<file path="src/rtl/sample_packer.sv">
// sample_packer: decimates the probe inputs and packs the enabled channels of each sample
// into a dense bitstream. The bits go in LSB-first, and every completed 16-bit word is
// pushed to the sample FIFO with a one-cycle write strobe.
//
// Ports:
//   i_clk               fast sample clock, rising edge
//   i_rst               synchronous active-high reset
//   i_acq_enable        acquisition run level (already in i_clk domain)
//   i_clock_divisor     decimation divisor, latched on IDLE->RUN
//   i_channel_enable    per-channel enable mask, latched on IDLE->RUN
//   i_probe             raw probe pins
//   o_sample_data       packed word (FIFO din)
//   o_sample_data_avail one-cycle write strobe (FIFO wr_en)
//   o_active            high in RUN, DRAIN and FLUSH
module sample_packer #(
    parameter int unsigned DIV_WIDTH = 8
) (
    input  logic                 i_clk,
    input  logic                 i_rst,
    input  logic                 i_acq_enable,
    input  logic [DIV_WIDTH-1:0] i_clock_divisor,
    input  logic [15:0]          i_channel_enable,
    input  logic [15:0]          i_probe,
    output logic [15:0]          o_sample_data,
    output logic                 o_sample_data_avail,
    output logic                 o_active
);

    localparam logic [DIV_WIDTH-1:0] DivOne = {{(DIV_WIDTH-1){1'b0}}, 1'b1};

    typedef enum logic [1:0] {StIdle, StRun, StDrain, StFlush} state_t;

    state_t               r_state;
    logic [DIV_WIDTH-1:0] r_div;
    logic [DIV_WIDTH-1:0] r_cnt;
    logic [15:0]          r_en;
    logic [4:0]           r_n;
    logic                 r_drain_cnt;
    logic [15:0]          r_s1;
    logic                 r_s1_valid;
    logic [15:0]          r_s2;
    logic                 r_s2_valid;
    logic [30:0]          r_acc;
    logic [4:0]           r_fill;
    logic [15:0]          r_data;
    logic                 r_avail;
    logic                 r_active;

    logic                 w_strobe;
    logic [4:0]           w_popcnt;
    logic [15:0]          w_compact;
    logic [3:0]           w_idx;
    logic [30:0]          w_new;
    logic [4:0]           w_f;

    assign w_strobe = (r_state == StRun) && i_acq_enable && (r_cnt == '0);

    always_comb begin
        w_popcnt = '0;
        for (int i = 0; i < 16; i++) begin
            w_popcnt = w_popcnt + {4'd0, i_channel_enable[i]};
        end
    end

    // Enabled channels land in ascending order in the low bits. The 4-bit index wraps only
    // after the 16th write, so no write ever uses the wrapped value.
    always_comb begin
        w_compact = '0;
        w_idx     = '0;
        for (int i = 0; i < 16; i++) begin
            if (r_en[i]) begin
                w_compact[w_idx] = r_s1[i];
                w_idx            = w_idx + 4'd1;
            end
        end
    end

    // fill <= 15 and N <= 16, so f <= 31 fits in 5 bits and new fits in 31 bits.
    assign w_new = r_acc | ({15'd0, r_s2} << r_fill);
    assign w_f   = r_fill + r_n;

    always_ff @(posedge i_clk) begin
        if (i_rst) begin
            r_state     <= StIdle;
            r_div       <= '0;
            r_cnt       <= '0;
            r_en        <= '0;
            r_n         <= '0;
            r_drain_cnt <= 1'b0;
            r_s1        <= '0;
            r_s1_valid  <= 1'b0;
            r_s2        <= '0;
            r_s2_valid  <= 1'b0;
            r_acc       <= '0;
            r_fill      <= '0;
            r_data      <= '0;
            r_avail     <= 1'b0;
            r_active    <= 1'b0;
        end else begin
            r_avail <= 1'b0;

            // Stages 1 and 2: capture the sample, then compact it.
            r_s1_valid <= w_strobe;
            if (w_strobe) begin
                r_s1 <= i_probe;
            end
            r_s2_valid <= r_s1_valid;
            if (r_s1_valid) begin
                r_s2 <= w_compact;
            end

            // Stage 3: accumulate. A sample completes at most one word.
            if (r_s2_valid) begin
                if (w_f >= 5'd16) begin
                    r_data  <= w_new[15:0];
                    r_avail <= 1'b1;
                    r_acc   <= {16'd0, w_new[30:16]};
                    r_fill  <= w_f - 5'd16;
                end else begin
                    r_acc  <= w_new;
                    r_fill <= w_f;
                end
            end

            case (r_state)
                StIdle: begin
                    if (i_acq_enable) begin
                        r_div    <= i_clock_divisor;
                        r_en     <= i_channel_enable;
                        r_n      <= w_popcnt;
                        r_cnt    <= '0;
                        r_acc    <= '0;
                        r_fill   <= '0;
                        r_state  <= StRun;
                        r_active <= 1'b1;
                    end
                end
                StRun: begin
                    r_cnt <= (r_cnt == r_div) ? '0 : r_cnt + DivOne;
                    if (!i_acq_enable) begin
                        r_state     <= StDrain;
                        r_drain_cnt <= 1'b0;
                    end
                end
                StDrain: begin
                    // Two cycles let the last stage-1/2 samples reach the accumulator.
                    r_drain_cnt <= 1'b1;
                    if (r_drain_cnt) begin
                        r_state <= StFlush;
                    end
                end
                StFlush: begin
                    if (r_fill != 5'd0) begin
                        r_data  <= r_acc[15:0];
                        r_avail <= 1'b1;
                        r_fill  <= '0;
                        r_acc   <= '0;
                    end
                    r_state  <= StIdle;
                    r_active <= 1'b0;
                end
                default: begin
                    r_state  <= StIdle;
                    r_active <= 1'b0;
                end
            endcase
        end
    end

    assign o_sample_data       = r_data;
    assign o_sample_data_avail = r_avail;
    assign o_active            = r_active;

endmodule

</file>
<file path="config.mk">
export PLATFORM = sky130hd
export DESIGN_NAME = sample_packer
export DESIGN_NICKNAME = d
export VERILOG_FILES = /design/src/rtl/sample_packer.sv
export SDC_FILE = /design/constraint.sdc
export NUM_CORES = 1
export LEC_CHECK = 0
export BUFFER_PORTS_ARGS = -buffer_cell sky130_fd_sc_hd__buf_2
export CAP_MARGIN = 25
export CORE_MARGIN = 5
export CORE_UTILIZATION = 35
export DETAILED_ROUTE_END_ITERATION = 10
export GPL_ROUTABILITY_DRIVEN = 0
export PLACE_DENSITY = 0.48
export SYNTH_ARGS = -nofsm -noshare
export SYNTH_HDL_FRONTEND = slang
export SYNTH_SLANG_ARGS = --single-unit
</file>
<file path="constraint.sdc">
create_clock -name i_clk -period 13.9 [get_ports i_clk]
set_input_delay 0.695 -clock i_clk [delete_from_list [all_inputs] [get_ports i_clk]]
set_output_delay 0.695 -clock i_clk [all_outputs]
set_load 0.01 [all_outputs]
</file>
==> qor.yml <==
run_status:
  status: "finished, final reports clean"
layout:
  multi_input_area_um2: 8816
  drive_above_1_share_pct: 10.91
  fillCellCount: 3604
  layout.nets: 1727
  regArea_um2: 2562
  n_antenna_cell: 0
  layout.cells.non_filler: 2071
  syn2layout_area_growth_pct: 10.55
clock_tree:
  cts_buffers: 17
  numClockSinks: 128
  tritoncts: "yes"
  clk_path_buf_depth: 2
  root_buffer: "clkbuf_16"
  clkLatencyLatePin_ns: 0.44
  cts.htree.levels: 4
  cts_resized: 0
  cts_setup_buffers: 0
  cts_hold_buf: 0
  clk_pin_slew_ns: 0.06
yosys:
  ys_ff_latch: 128
  seq_area_frac_synth_pct: 21.38
  synthCells: 1614
  async_flop_share_pct: 0
  postSynthAreaPerCell_um2: 7.427
  ys_types: 84
  syn_nets: 1731
  netlist_area_um2: 11990
  synth_edf_count: 0
  yosysWarnings: 0
  ys.flop_type: "dfxtp_1"
sta:
  worst_pin_slew_ns: 1.065
  slew_headroom_pct: 28.89
  rsz0062_at_grt: "no"
  setup_viol: 0
  clock_skew_ns: 0.01069
  finalHoldViolations: 0
  period_needed_ns: 11.01
  slew_viol_final: 0
  clock.fmax_mhz: 90.81
  timing.final.crit_share_pct: 79.22
  fin_setup_tns_ns: 0
worst_setup_path:
  cp.arrival_ns: 11.33
  worstSetupPathType: "flip-flop to flip-flop"
  critPathSlowestCell: "fa_1"
  cpPeakStageDelay_ns: 0.69
  required_ns: 14.22
  worst_setup_path_start_kind: "flip-flop"
  critPathMaxFanout: 12
  crit_top_cell: "ha_1"
  critPathCaptureType: "flip-flop"
die:
  rows: 67
  fp.dieW_um: 195.1
  io_pins: 61
  dieArea_um2: 38050
  initial_utilization_pct: 35.57
  core-area_um2: 33700
  fp.dieH_um: 195.1
drt:
  dr.first_iter.drc_count: 1201
  vias: 11810
  via_per_inst: 5.702
  drc_errors: 0
  ant_nets: 0
  firstDrtPassIters: 5
  post_drt_wl_per_cell_um: 18.70
  routed_wl_mm: 38.73
grt:
  grt_usage_pct: 19.99
  grt_pass1_wl_mm: 62.07
  grt_overflow: 0
  grt_max_degree: 44
  grt_pass1_vias: 11020
  antenna_found_initial: 0
pwr:
  ir_drop_uv: 107.1
  leakage_uw: 0.004945
  power.density_nw_per_um2: 171.4
placed_design:
  placed_cells: 2038
  dp_hpwl_mm: 29.44
  port_buffers: 60
job:
  max_cap_viol_count: 0
min_path:
  min_path_type: "flip-flop to flip-flop"
-- routing by layer --
metal / part of all wire (%) / global-route usage, % / vias up
li1: - / - / 5889
met1: 50 / 29.76 / 5534
met2: 42 / 29.27 / 328
met3: 5.2 / 3.671 / 58
met4: 2.7 / 5.948 / 0
met5: 0 / 0 / -
-- state kept, by name, indices dropped and copies added, names as in the netlist, 5 cells and up --
name           flops
o_sample_data     16
r_acc             31
r_cnt              8
r_div              8
r_en              16
r_fill             5
r_n                5
r_s1              16
r_s2              16
-- final timing paths --
check,startpoint,end,slack (ns),depth (start not counted)
max reg2reg,r_en[2],r_s2[0],2.89,41
max,r_en[2],r_s2[0],2.89,41
min,r_n[3],r_n[3],0.46,2
min reg2reg,r_n[3],r_n[3],0.46,2
-- logic make-up (layout without fill, tap and decap cells) --
group	Yosys count	after routing	synth area share, %
DFF	128	128	21.38
xor gates and xnor gates	68	68	7.056
buffers and inverters	160	169	5.094
AOI/OAI and AO/OA	444	444	24.78
and+or+nand+nor	650	650	24.65
adders and majority gates	74	74	8.476
muxes	90	90	8.570
-- power by group --
part           switching [uW]  total [uW]  internal (uW)
Clock                     205         493            289
Combinational             874        1320            441
Sequential               64.1         463            399
Total                    1140        2270           1130
-- cell usage after synthesis, types with 9 or more instances --
cell type	n	area (um^2)
a211oi_1	22	165.2
a21oi_1	125	625.6
a22oi_1	17	127.6
a31oi_1	12	75.07
a32oi_1	9	78.83
and2_1	23	143.9
and3_1	9	56.30
buf_1	11	41.29
clkbuf_1	81	304.0
dfxtp_1	128	2562
fa_1	12	240.2
ha_1	62	775.7
inv_1	53	198.9
mux2_2	21	236.5
mux2i_1	61	610.6
nand2_1	209	784.5
nand2b_1	21	131.4
nand3_1	44	220.2
nand4_1	11	68.82
nor2_1	200	750.7
nor2b_1	15	93.84
nor3_1	59	295.3
nor4_1	19	118.9
o211ai_1	18	135.1
o21ai_0	73	365.4
o221ai_1	10	87.58
o22ai_1	35	219.0
o32ai_1	13	113.9
or3_1	17	106.4
xnor2_1	35	306.5
xnor2_2	10	162.7
xor2_1	10	87.58
-- critical path: cells and delay by family, from the launching register on --
family,cells,cell delay [ns]
flip-flops,1,0.51
buffers and inverters,5,0.57
XOR/XNOR,1,0.56
adder cells (fa/ha/maj),12,4.11
AO/OA/AOI/OAI,9,2.38
multiplexers,3,0.88
AND/OR/NAND/NOR,11,1.89
-- metrics by stage --
step / util (%) / instance area (um^2) / setup WS (ns) / total power [uW] / hold slack [ns]
2_1_floorplan: - / 11990 / 4.249 / 1426 / 0.4362
3_5_place_dp: 37.39 / 12600 / 2.957 / 1770 / 0.4555
6_report: 39.32 / 13250 / 2.888 / 2272 / 0.4597
5_1_grt: 39.32 / 13250 / 1.815 / 2462 / 0.4842
4_1_cts: 39.24 / 13220 / 2.913 / 2272 / 0.4650
3_3_place_gp: 37.28 / 12560 / 3.349 / 1771 / 0.4504
-- layout by cell type, fill, tap and decap left out, types with 8 or more instances in the layout --
cell type,count
nand3_1,44
a31oi_1,12
clkbuf_16,17
or3_1,17
xor2_1,10
mux2_2,21
o32ai_1,13
xnor2_1,35
inv_1,53
mux2i_1,61
o21ai_0,73
a21oi_1,125
a221oi_1,8
nand2b_1,21
dfxtp_1,128
o211ai_1,18
o22ai_1,35
a22oi_1,17
a21o_1,8
nor2_1,199
nand2_1,209
ha_1,62
buf_2,59
xnor2_2,10
o2111ai_1,8
mux4_2,8
nor3_1,59
fa_1,12
a211oi_1,22
nor2b_1,15
and2_1,23
nor4_1,19
and3_1,9
a32oi_1,9
nand4_1,11
buf_4,14
o221ai_1,10
-- area by class of cell --
| cell class | count | area share (%) |
|---|---|---|
| Multi-Input combinational cell | 1326 | 66.53 |
| Clock inverter | 15 | 1.501 |
| Timing Repair Buffer | 75 | 3.437 |
| Clock buffer | 17 | 3.210 |
| Tap cell | 448 | 4.230 |
| Sequential cell | 128 | 19.34 |
| Inverter | 62 | 1.756 |
Note: power is estimated with default switching activity, not from simulation.
